===== config.mk =====
export PLATFORM = sky130hd
export DESIGN_NAME = spi_conf_regfile
export DESIGN_NICKNAME = d
export VERILOG_FILES = /design/src/rtl/spi_conf_regfile_pkg.sv /design/src/rtl/spi_sync_edge.sv /design/src/rtl/spi_conf_regfile.sv
export SDC_FILE = /design/constraint.sdc
export NUM_CORES = 1
export LEC_CHECK = 0
export CORE_ASPECT_RATIO = 2
export CORE_UTILIZATION = 53
export CTS_BUF_LIST = sky130_fd_sc_hd__clkbuf_4 sky130_fd_sc_hd__clkbuf_8
export DETAILED_ROUTE_END_ITERATION = 16
export PLACE_DENSITY = 0.78
export SKIP_LAST_GASP = 1
export SLEW_MARGIN = 20
export SYNTH_ARGS = -nofsm -noshare
export SYNTH_HDL_FRONTEND = slang
export SYNTH_SLANG_ARGS = --single-unit

===== constraint.sdc =====
create_clock -name ck_1356meg -period 1.8 [get_ports ck_1356meg]
set_input_delay 0.45 -clock ck_1356meg [delete_from_list [all_inputs] [get_ports ck_1356meg]]
set_output_delay 0.45 -clock ck_1356meg [all_outputs]
set_load 0.01 [all_outputs]

===== src/rtl/spi_conf_regfile_pkg.sv =====
`default_nettype none
// +----------------------------------------------------------------------------+
// | Module   : spi_conf_regfile_pkg                                            |
// | Purpose  : Shared opcodes, register indices and helpers for the SPI        |
// |            configuration register file.                                    |
// | Ports    : none (package)                                                  |
// | Revision : 1.0  initial release                                            |
// +----------------------------------------------------------------------------+
package spi_conf_regfile_pkg;

    // Width of the opcode field at the head of every frame.
    localparam int c_OP_W = 4;

    // Frame opcodes; any other 4-bit value is rejected.
    typedef enum logic [c_OP_W-1:0] {
        OP_NOP    = 4'h0,
        OP_WRITE  = 4'h1,
        OP_READ   = 4'h2,
        OP_COMMIT = 4'h3
    } op_e;

    // Register map of the active word.
    localparam int c_CONF_REG = 0;
    localparam int c_DIV_REG  = 1;

    // Rejected-frame counter width.
    localparam int c_ERR_CNT_W = 8;

    // Saturating increment for the rejected-frame counter.
    function automatic logic [c_ERR_CNT_W-1:0] sat_inc(input logic [c_ERR_CNT_W-1:0] v);
        return (v == {c_ERR_CNT_W{1'b1}}) ? v : v + c_ERR_CNT_W'(1);
    endfunction

endpackage : spi_conf_regfile_pkg
`default_nettype wire


===== src/rtl/spi_sync_edge.sv =====
`default_nettype none
// +----------------------------------------------------------------------------+
// | Module   : spi_sync_edge                                                   |
// | Purpose  : Two-flop synchroniser for an asynchronous pin, followed by a    |
// |            rise/fall edge detector on the synchronised level.              |
// | Ports    : ck_1356meg  in   sampling clock                                 |
// |            rst         in   synchronous active-high reset                  |
// |            pin_i       in   asynchronous input pin                         |
// |            level_o     out  synchronised level                             |
// |            rise_o      out  1-cycle pulse on synchronised 0->1             |
// |            fall_o      out  1-cycle pulse on synchronised 1->0             |
// | Revision : 1.0  initial release                                            |
// +----------------------------------------------------------------------------+
module spi_sync_edge (
    input  logic ck_1356meg,
    input  logic rst,
    input  logic pin_i,
    output logic level_o,
    output logic rise_o,
    output logic fall_o
);

    logic meta_q;
    logic sync_q;
    logic prev_q;

    always_ff @(posedge ck_1356meg) begin
        if (rst) begin
            meta_q <= 1'b0;
            sync_q <= 1'b0;
            prev_q <= 1'b0;
        end else begin
            meta_q <= pin_i;
            sync_q <= meta_q;
            prev_q <= sync_q;
        end
    end

    // Edge pulses are combinational so that a pin edge is acted on by the
    // consuming logic at the third clock edge after it.
    assign level_o = sync_q;
    assign rise_o  = sync_q & ~prev_q;
    assign fall_o  = ~sync_q & prev_q;

endmodule : spi_sync_edge
`default_nettype wire


===== src/rtl/spi_conf_regfile.sv =====
`default_nettype none
// +----------------------------------------------------------------------------+
// | Module   : spi_conf_regfile                                                |
// | Purpose  : SPI configuration register file. Oversamples the ARM SPI bus,   |
// |            decodes fixed-length WRITE/READ/COMMIT frames into shadow       |
// |            registers and copies shadow to active only when apply_safe is   |
// |            high, so control changes never glitch the carrier.              |
// | Ports    : ck_1356meg     in   system clock, all logic on posedge          |
// |            rst            in   synchronous active-high reset               |
// |            spck/mosi/ncs  in   asynchronous SPI bus from the ARM           |
// |            miso           out  readback data, changes after spck fall      |
// |            apply_safe     in   active registers may change this cycle      |
// |            conf_active    out  active bank, reg i at [i*DATA_W +: DATA_W]  |
// |            commit_pending out  shadow copy requested, not yet applied      |
// |            frame_err      out  1-cycle pulse on a rejected frame           |
// |            err_cnt        out  saturating rejected-frame count             |
// | Revision : 1.0  initial release                                            |
// +----------------------------------------------------------------------------+
module spi_conf_regfile
    import spi_conf_regfile_pkg::*;
#(
    parameter int DATA_W      = 8,
    parameter int ADDR_W      = 4,
    parameter int NREGS       = 2,
    parameter int AUTO_COMMIT = 1
) (
    input  logic                    ck_1356meg,
    input  logic                    rst,
    input  logic                    spck,
    input  logic                    mosi,
    input  logic                    ncs,
    output logic                    miso,
    input  logic                    apply_safe,
    output logic [NREGS*DATA_W-1:0] conf_active,
    output logic                    commit_pending,
    output logic                    frame_err,
    output logic [c_ERR_CNT_W-1:0]  err_cnt
);

    localparam int HDR_W   = c_OP_W + ADDR_W;
    localparam int FRAME_W = HDR_W + DATA_W;
    localparam int BCNT_W  = $clog2(FRAME_W + 2);
    localparam int REGS_W  = NREGS * DATA_W;

    localparam logic [BCNT_W-1:0] c_BCNT_FRAME  = BCNT_W'(FRAME_W);
    localparam logic [BCNT_W-1:0] c_BCNT_SAT    = BCNT_W'(FRAME_W + 1);
    localparam logic [BCNT_W-1:0] c_BCNT_HDR_M1 = BCNT_W'(HDR_W - 1);

    // ------------------------------------------------------------------
    // Input synchronisers
    // ------------------------------------------------------------------
    logic spck_rise, spck_fall, spck_level_unused;
    logic mosi_s, mosi_rise_unused, mosi_fall_unused;
    logic ncs_s, ncs_rise, ncs_fall_unused;

    spi_sync_edge u_sync_spck (
        .ck_1356meg (ck_1356meg),
        .rst        (rst),
        .pin_i      (spck),
        .level_o    (spck_level_unused),
        .rise_o     (spck_rise),
        .fall_o     (spck_fall)
    );

    spi_sync_edge u_sync_mosi (
        .ck_1356meg (ck_1356meg),
        .rst        (rst),
        .pin_i      (mosi),
        .level_o    (mosi_s),
        .rise_o     (mosi_rise_unused),
        .fall_o     (mosi_fall_unused)
    );

    spi_sync_edge u_sync_ncs (
        .ck_1356meg (ck_1356meg),
        .rst        (rst),
        .pin_i      (ncs),
        .level_o    (ncs_s),
        .rise_o     (ncs_rise),
        .fall_o     (ncs_fall_unused)
    );

    // ------------------------------------------------------------------
    // Helpers
    // ------------------------------------------------------------------
    function automatic logic addr_ok(input logic [ADDR_W-1:0] a);
        return {1'b0, a} < (ADDR_W + 1)'(NREGS);
    endfunction

    function automatic logic [DATA_W-1:0] bank_word(input logic [REGS_W-1:0] bank,
                                                    input logic [ADDR_W-1:0] a);
        logic [DATA_W-1:0] w;
        w = '0;
        for (int i = 0; i < NREGS; i++) begin
            if (a == ADDR_W'(i)) w = bank[i*DATA_W +: DATA_W];
        end
        return w;
    endfunction

    // ------------------------------------------------------------------
    // State
    // ------------------------------------------------------------------
    logic [FRAME_W-1:0]     sreg_q,   sreg_d;
    logic [BCNT_W-1:0]      bcnt_q,   bcnt_d;
    logic                   armed_q,  armed_d;
    logic [REGS_W-1:0]      shadow_q, shadow_d;
    logic [REGS_W-1:0]      active_q, active_d;
    logic                   cp_q,     cp_d;
    logic                   ferr_q,   ferr_d;
    logic [c_ERR_CNT_W-1:0] errcnt_q, errcnt_d;
    logic [DATA_W-1:0]      oreg_q,   oreg_d;
    logic                   rd_en_q,  rd_en_d;
    logic                   miso_q,   miso_d;

    always_ff @(posedge ck_1356meg) begin
        if (rst) begin
            sreg_q   <= '0;
            bcnt_q   <= '0;
            armed_q  <= 1'b0;
            shadow_q <= '0;
            active_q <= '0;
            cp_q     <= 1'b0;
            ferr_q   <= 1'b0;
            errcnt_q <= '0;
            oreg_q   <= '0;
            rd_en_q  <= 1'b0;
            miso_q   <= 1'b0;
        end else begin
            sreg_q   <= sreg_d;
            bcnt_q   <= bcnt_d;
            armed_q  <= armed_d;
            shadow_q <= shadow_d;
            active_q <= active_d;
            cp_q     <= cp_d;
            ferr_q   <= ferr_d;
            errcnt_q <= errcnt_d;
            oreg_q   <= oreg_d;
            rd_en_q  <= rd_en_d;
            miso_q   <= miso_d;
        end
    end

    // ------------------------------------------------------------------
    // Receive, readback, decode and apply
    // ------------------------------------------------------------------
    logic               rx_active;
    logic [FRAME_W-1:0] shift_word;
    logic [c_OP_W-1:0]  hdr_op,   dec_op;
    logic [ADDR_W-1:0]  hdr_addr, dec_addr;
    logic [DATA_W-1:0]  dec_data;
    logic               dec_reject;

    always_comb begin
        sreg_d   = sreg_q;
        bcnt_d   = bcnt_q;
        armed_d  = armed_q | ncs_s;
        shadow_d = shadow_q;
        active_d = active_q;
        cp_d     = cp_q;
        ferr_d   = 1'b0;
        errcnt_d = errcnt_q;
        oreg_d   = oreg_q;
        rd_en_d  = rd_en_q;
        miso_d   = miso_q;

        rx_active  = ~ncs_s & armed_q;
        shift_word = {sreg_q[FRAME_W-2:0], mosi_s};
        // Header as it will look once the current bit is shifted in.
        hdr_op     = shift_word[HDR_W-1 -: c_OP_W];
        hdr_addr   = shift_word[ADDR_W-1:0];
        dec_op     = sreg_q[FRAME_W-1 -: c_OP_W];
        dec_addr   = sreg_q[DATA_W +: ADDR_W];
        dec_data   = sreg_q[DATA_W-1:0];
        dec_reject = (bcnt_q != c_BCNT_FRAME)
                   || (dec_op > OP_COMMIT)
                   || (((dec_op == OP_WRITE) || (dec_op == OP_READ)) && !addr_ok(dec_addr));

        if (rx_active && spck_rise) begin
            sreg_d = shift_word;
            if (bcnt_q != c_BCNT_SAT) bcnt_d = bcnt_q + BCNT_W'(1);
            // Header complete on this bit: preload the readback word so
            // the first data bit can go out on the very next spck fall.
            if ((bcnt_q == c_BCNT_HDR_M1) && (hdr_op == OP_READ) && addr_ok(hdr_addr)) begin
                oreg_d  = bank_word(shadow_q, hdr_addr);
                rd_en_d = 1'b1;
            end
        end

        if (rx_active && spck_fall && rd_en_q) begin
            miso_d = oreg_q[DATA_W-1];
            oreg_d = {oreg_q[DATA_W-2:0], 1'b0};
        end

        // Apply uses the pre-cycle shadow; a decode below may re-arm cp.
        if (cp_q && apply_safe) begin
            active_d = shadow_q;
            cp_d     = 1'b0;
        end

        if (ncs_rise) begin
            miso_d  = 1'b0;
            rd_en_d = 1'b0;
            sreg_d  = '0;
            bcnt_d  = '0;
            // A frame started before the last reset never armed; drop it.
            if (armed_q) begin
                if (dec_reject) begin
                    ferr_d   = 1'b1;
                    errcnt_d = sat_inc(errcnt_q);
                end else if (dec_op == OP_WRITE) begin
                    for (int i = 0; i < NREGS; i++) begin
                        if (dec_addr == ADDR_W'(i)) shadow_d[i*DATA_W +: DATA_W] = dec_data;
                    end
                    if (AUTO_COMMIT != 0) cp_d = 1'b1;
                end else if (dec_op == OP_COMMIT) begin
                    cp_d = 1'b1;
                end
            end
        end
    end

    assign miso           = miso_q;
    assign conf_active    = active_q;
    assign commit_pending = cp_q;
    assign frame_err      = ferr_q;
    assign err_cnt        = errcnt_q;

endmodule : spi_conf_regfile
`default_nettype wire


### Word level (Yosys, flattened, before mapping)

Index checks and enable logic that the tools add are counted.
Widths: inputs -> output; s select.

| operators by class | value |
|---|---|
| equal/unequal tests | 10 |
| bitwise logic cells | 13 |
| muxes and demuxes | 12 |
| add/sub/neg operators | 2 |
| reductions and logical operators | 24 |
| order comparisons | 3 |

Operator list:

| kind | count |
|---|---|
| $mux 8 | 5 |
| $eq 4x1->1 const B | 3 |
| $eq 4x2->1 const B | 3 |
| $ne 5x5->1 const B | 2 |
| $reduce_and 5->1 | 2 |
| $add 8x1->8 const B | 1 |
| $eq 8x8->1 const B | 1 |
| $logic_not 4->1 | 2 |
| $lt 4x2->1 const B | 2 |
| $not 1->1 | 8 |
| $logic_and 1x1->1 | 7 |
| $mux 1 | 7 |
| $reduce_and 2->1 | 3 |
| $add 5x1->5 const B | 1 |
| $eq 5x3->1 const B | 1 |
| $and 1x1->1 | 4 |
| $gt 4x2->1 const B | 1 |
| $reduce_and 4->1 | 1 |
| $reduce_bool 2->1 | 2 |
| $reduce_or 2->1 | 2 |
| $logic_or 1x1->1 | 3 |
| $reduce_or 3->1 | 1 |
| $logic_not 1->1 | 1 |
| $or 1x1->1 | 1 |

| storage, ports and cells | value |
|---|---|
| input port bits | 6 |
| register bits after elaboration | 82 |

### Depth between registers and ports, before layout

| depth | value |
|---|---|
| depth in word-level cells | 7 |
| gate-level depth with buffers | 7 |

### Cells and area by module

A second synthesis with hierarchy kept.

| second synthesis, totals | value |
|---|---|
| cell total of the unflattened synthesis | 398 |
| area, all modules | 3,549.7 um2 |

Modules (own cells, without submodules):

| module | cells each | instances | area an instance (um2) |
|---|---|---|---|
| spi_conf_regfile | 374 | 1 | 3,275.6 |
| spi_sync_edge | 8 | 3 | 91.3 |

### Worst setup path after synthesis

Ideal clock, no wire load.

| path | value |
|---|---|
| path kind | reg2reg |
| from | register sreg_q[5] |
| to | register oreg_q[0] |
| required time | 1,733 ps |
| setup slack | -150 ps |
| clock period less this slack | 1,950 ps |
| stages on the path, launching flop included | 6 |
| setup time | 67 ps |
| arrival time | 1,882 ps |
| buffers on the path | 1 |
| cells stage by stage | dfxtp_1 or4_1 or4_1 buf_2 or3_1 a21oi_2 |

| between the ends | value |
|---|---|
| longest elaborated chain between the ends | 4 |

RTL lines:

| item | line | text |
|---|---|---|
| start, declared | spi_conf_regfile.sv:103 | `logic [FRAME_W-1:0] sreg_q, sreg_d;` |
| start signal, assigned | spi_conf_regfile.sv:129 | `sreg_q <= sreg_d;` |
| $eq 4x2->1 | spi_conf_regfile.sv:183 | `if ((bcnt_q == c_BCNT_HDR_M1) && (hdr_op == OP_READ) && addr_ok(hdr_addr)) begin` |
| $logic_and 1x1->1 (2 in a row) | spi_conf_regfile.sv:183 |  |
| $reduce_and 2->1 (no source line) | n/a |  |
| end signal, assigned | spi_conf_regfile.sv:137 | `oreg_q <= oreg_d;` |
| end, declared | spi_conf_regfile.sv:111 | `logic [DATA_W-1:0] oreg_q, oreg_d;` |

No other way between the ends.
A chain may end at the register's enable or synchronous reset.

### Final worst setup path

Ends and elaborated chain as after synthesis.

==> flow_metrics.py <==
metrics = {
    "run_status": {
        "status": "complete, but fails checks",
        "violations": "setup timing",
    },
    "placed_design": {
        "dp_cells": 504,
        "post-place-ws_ps": -66.1,
        "portBuffers": 32,
        "hpwl_mm": 5.00,
        "place.gp.congestion": 0.836,
        "postPlaceCellArea_sq_mm": 0.00402,
    },
    "global_routing": {
        "grt_overflow_total": 0,
        "grt_max_degree": 52,
        "grt_pass1_vias": 2662,
        "track_usage_pct": 22.6,
        "grt_pass1_wl_mm": 11.4,
        "antenna_found_initial": 0,
    },
    "power": {
        "net-switching-power_mw": 0.693,
        "switching_share_pct": 20.5,
        "powerDensity_mw_per_mm2": 776,
        "power_frac_comb_pct": 2.7,
        "clkPwrFrac_pct": 43.4,
        "p_total_mw": 3.39,
        "sequentialPowerShare_pct": 53.9,
        "p_int_mw": 2.69,
        "leakagePower_nw": 1.54,
        "max-vdd-ir-drop_mv": 0.533,
    },
    "sta": {
        "drv_slew": 0,
        "post-route-min-period_ps": 1830,
        "setup_slack_ps": -29.6,
        "setup_violations": 9,
        "worst_slew_pin_slew_ps": 491,
        "final_hold_viol_count": 0,
        "rsz0062_at_grt": "true",
        "max_freq_ghz": 0.547,
        "slew_headroom_pct": 67.1,
        "period_share_pct": 102,
        "whs_ps": 422,
        "worst_clock_skew_ps": 6.38,
    },
    "critical_path": {
        "critPathLaunchType": "flip-flop",
        "max_stage_delay_ps": 500,
        "path_cells": "or4_1 -> or4_4 -> or3_4 -> a21oi_2",
        "critPathSlowestCell": "or4_1",
        "cp.arrival_ps": 2130,
        "worstPathRequired_ps": 2100,
        "worst-path-buf-inv": 0,
        "critical_path.max_fanout": 2,
        "critPathTopFamily": "simple AND/OR/NAND/NOR gates",
        "endpoint_kind": "flip-flop",
        "crit_type": "flip-flop to flip-flop",
    },
    "floorplanning": {
        "dieHeight_um": 114,
        "die_area_sq_mm": 0.00665,
        "std_cell_rows": 40,
        "fp.coreArea_sq_mm": 0.00606,
        "top_level_ports": 33,
        "die_w_um": 58.2,
        "start_util_pct": 55.2,
    },
    "logic_synthesis": {
        "ys.flop_type": "dfxtp_1",
        "syn-instance-count": 373,
        "async_reset_ff_share_pct": 0,
        "ys_seq_area_share_pct": 49.1,
        "syn_avg_cell_area_sq_um": 8.96,
        "syn_area_sq_mm": 0.00334,
        "ys_types": 42,
        "synth_edf_count": 0,
        "yosysWarnings": 0,
        "synth-seq-cells": 82,
        "synth_nets": 383,
    },
    "detailed_routing": {
        "highest_layer": "met4",
        "vias": 2814,
        "drc": 0,
        "final_antenna_net_count": 0,
        "drtPass1Iterations": 4,
        "dr_wl_met3_um": 187,
        "vias_per_cell": 5.40,
        "drtIter0Drc": 128,
        "met2_wirelength_mm": 3.92,
        "drt-met1-wl_mm": 2.86,
        "wl_mm": 7.23,
        "avgRoutedWirePerCell_um": 13.9,
    },
    "final_layout": {
        "stdcell_area_sq_mm": 0.00436,
        "layout.nets": 442,
        "final_cells": 521,
        "num_antenna_cells": 0,
        "num-fill-cells": 456,
        "syn2layout_area_growth_pct": 30.5,
        "layout-drive-gt1-share_pct": 19.2,
    },
    "flow_run": {
        "max_cap_violations": 0,
    },
    "clocking": {
        "clockRootBuffer": "clkbuf_8",
        "h-tree-depth": 3,
        "cts.path.max_buffers": 2,
        "clkLatencyLatePin_ps": 360,
        "numCtsBuffers": 9,
        "clkTransAtPathRegs_ps": 80,
        "cts.sink_count": 82,
        "cts_tree": "built",
    },
    "worst_hold_path": {
        "min_path_type": "input port to flip-flop",
    },
}
-- cells by family (layout without fill, tap and decap cells) --
| kind of cell | after synthesis | count (layout) | share of synthesized area (%) |
|---|---|---|---|
| simple gates | 157 | 157 | 24.5 |
| mux | 27 | 27 | 8.16 |
| fa+ha+maj | 4 | 4 | 1.50 |
| compound gates | 69 | 69 | 12.1 |
| buf+inv | 29 | 93 | 3.37 |
| xor+xnor | 5 | 5 | 1.31 |
| flops | 82 | 82 | 49.1 |
-- synth_stat cells (2+ instances only) --
cell type,instances,share of area [%]
nand2b_1,24,4.5
mux2_2,2,0.67
xor2_1,3,0.79
mux2i_1,25,7.5
nor2b_1,10,1.9
and2_1,2,0.37
ha_1,4,1.5
nand3_1,12,1.8
dfxtp_1,82,49
buf_1,3,0.34
nor2_1,10,1.1
inv_1,7,0.79
buf_2,3,0.45
nand4_1,4,0.75
xnor2_1,2,0.52
or4_1,5,1.1
clkbuf_1,16,1.8
or3_1,5,0.94
nand4bb_1,2,0.67
o21ai_0,4,0.60
a2bb2oi_1,7,1.8
nor4bb_1,2,0.60
nand2_1,70,7.9
o31ai_1,3,0.67
a21oi_1,49,7.3
-- area by class of cell --
cell class / instances / area [sq um] / share of cell area [%]
multi-input combinational: 262 / 1680 / 38.6
sequential: 82 / 1650 / 37.9
timing repair buffer: 70 / 674 / 15.5
clock buffer: 11 / 145 / 3.33
tap: 84 / 105 / 2.41
clock inverter: 5 / 77.6 / 1.78
inverter: 7 / 26.3 / 0.602
-- layer usage --
layer / vias to the layer above / GRT usage (%)
li1: 1397 / -
met1: 1340 / 23.5
met2: 54 / 39.8
met3: 23 / 5.20
met4: 0 / 14.0
met5: - / 0
-- path summary, 6_finish.rpt --
| check | endpoint | from | cells past startpoint | slack, ps |
|---|---|---|---|---|
| max | oreg_q[0]$_SDFFE_PP0P_ | sreg_q[5]$_SDFFE_PP0P_ | 4 | -30 |
| min reg2reg | u_sync_ncs.level_o$_SDFF_PP0_ | u_sync_ncs.meta_q$_SDFF_PP0_ | 1 | 450 |
| max reg2reg | oreg_q[0]$_SDFFE_PP0P_ | sreg_q[5]$_SDFFE_PP0P_ | 4 | -30 |
| min | err_cnt[5]$_SDFFE_PP0P_ | rst | 2 | 420 |
-- flip-flops by register name, indices dropped and copies added (netlist names) --
register,flops
u_sync_ncs.level_o,1
conf_active,16
frame_err,1
u_sync_ncs.meta_q,1
err_cnt,8
bcnt_q,5
u_sync_spck.level_o,1
commit_pending,1
u_sync_spck.prev_q,1
armed_q,1
miso,1
rd_en_q,1
u_sync_mosi.meta_q,1
oreg_q,8
u_sync_ncs.prev_q,1
u_sync_mosi.level_o,1
u_sync_spck.meta_q,1
sreg_q,16
shadow_q,16
-- power by group through the flow --
stage | Sequential (mW) | Clock (mW) | Combinational [mW]
after floorplan | 1.87 | 0 | 0.0526
after global placement | 1.87 | 0 | 0.0887
after detailed placement | 1.87 | 0 | 0.0905
after CTS | 1.83 | 1.50 | 0.0907
after global routing | 1.83 | 1.56 | 0.0987
final | 1.83 | 1.47 | 0.0910
-- through the flow --
step	TNS, ps	util (%)
after floorplan	-486	-
after global placement	-213	66.4
after detailed placement	-900	66.4
after CTS	-334	70.8
after global routing	-1060	72.1
final	-119	72.1
-- cells in the final DEF (no fill, tap or decap), types with 2 or more instances in the layout --
cell type         n
dfxtp_2           9
and2_1            2
or4_4             2
clkbuf_8         10
nand4_1           4
bufinv_16         2
buf_4            29
a2bb2oi_1         7
nor2b_1          10
nand3_1          12
mux2i_1          25
a21oi_2           2
buf_6             5
mux2_2            2
xor2_1            3
xnor2_1           2
dlymetal6s2s_1    2
dfxtp_1          73
or4_1             3
or3_1             2
nor2_1           10
nand2_1          70
inv_1             6
clkdlybuf4s50_1  29
o31ai_1           3
o21ai_0           4
buf_12            4
ha_1              2
ha_4              2
clkinv_2          2
nand2b_1         24
a21oi_1          48
or3_4             3
-- timing repair --
| action | 4_1_cts | 5_1_grt |
|---|---|---|
| buffers inserted | 1 | 1 |
| gates resized for setup | 13 | 18 |
| setup endpoints to repair | 25 | 31 |
| hold buffers | 0 | 0 |
| pin swaps | 3 | 3 |
(Power assumes the default switching activity.)
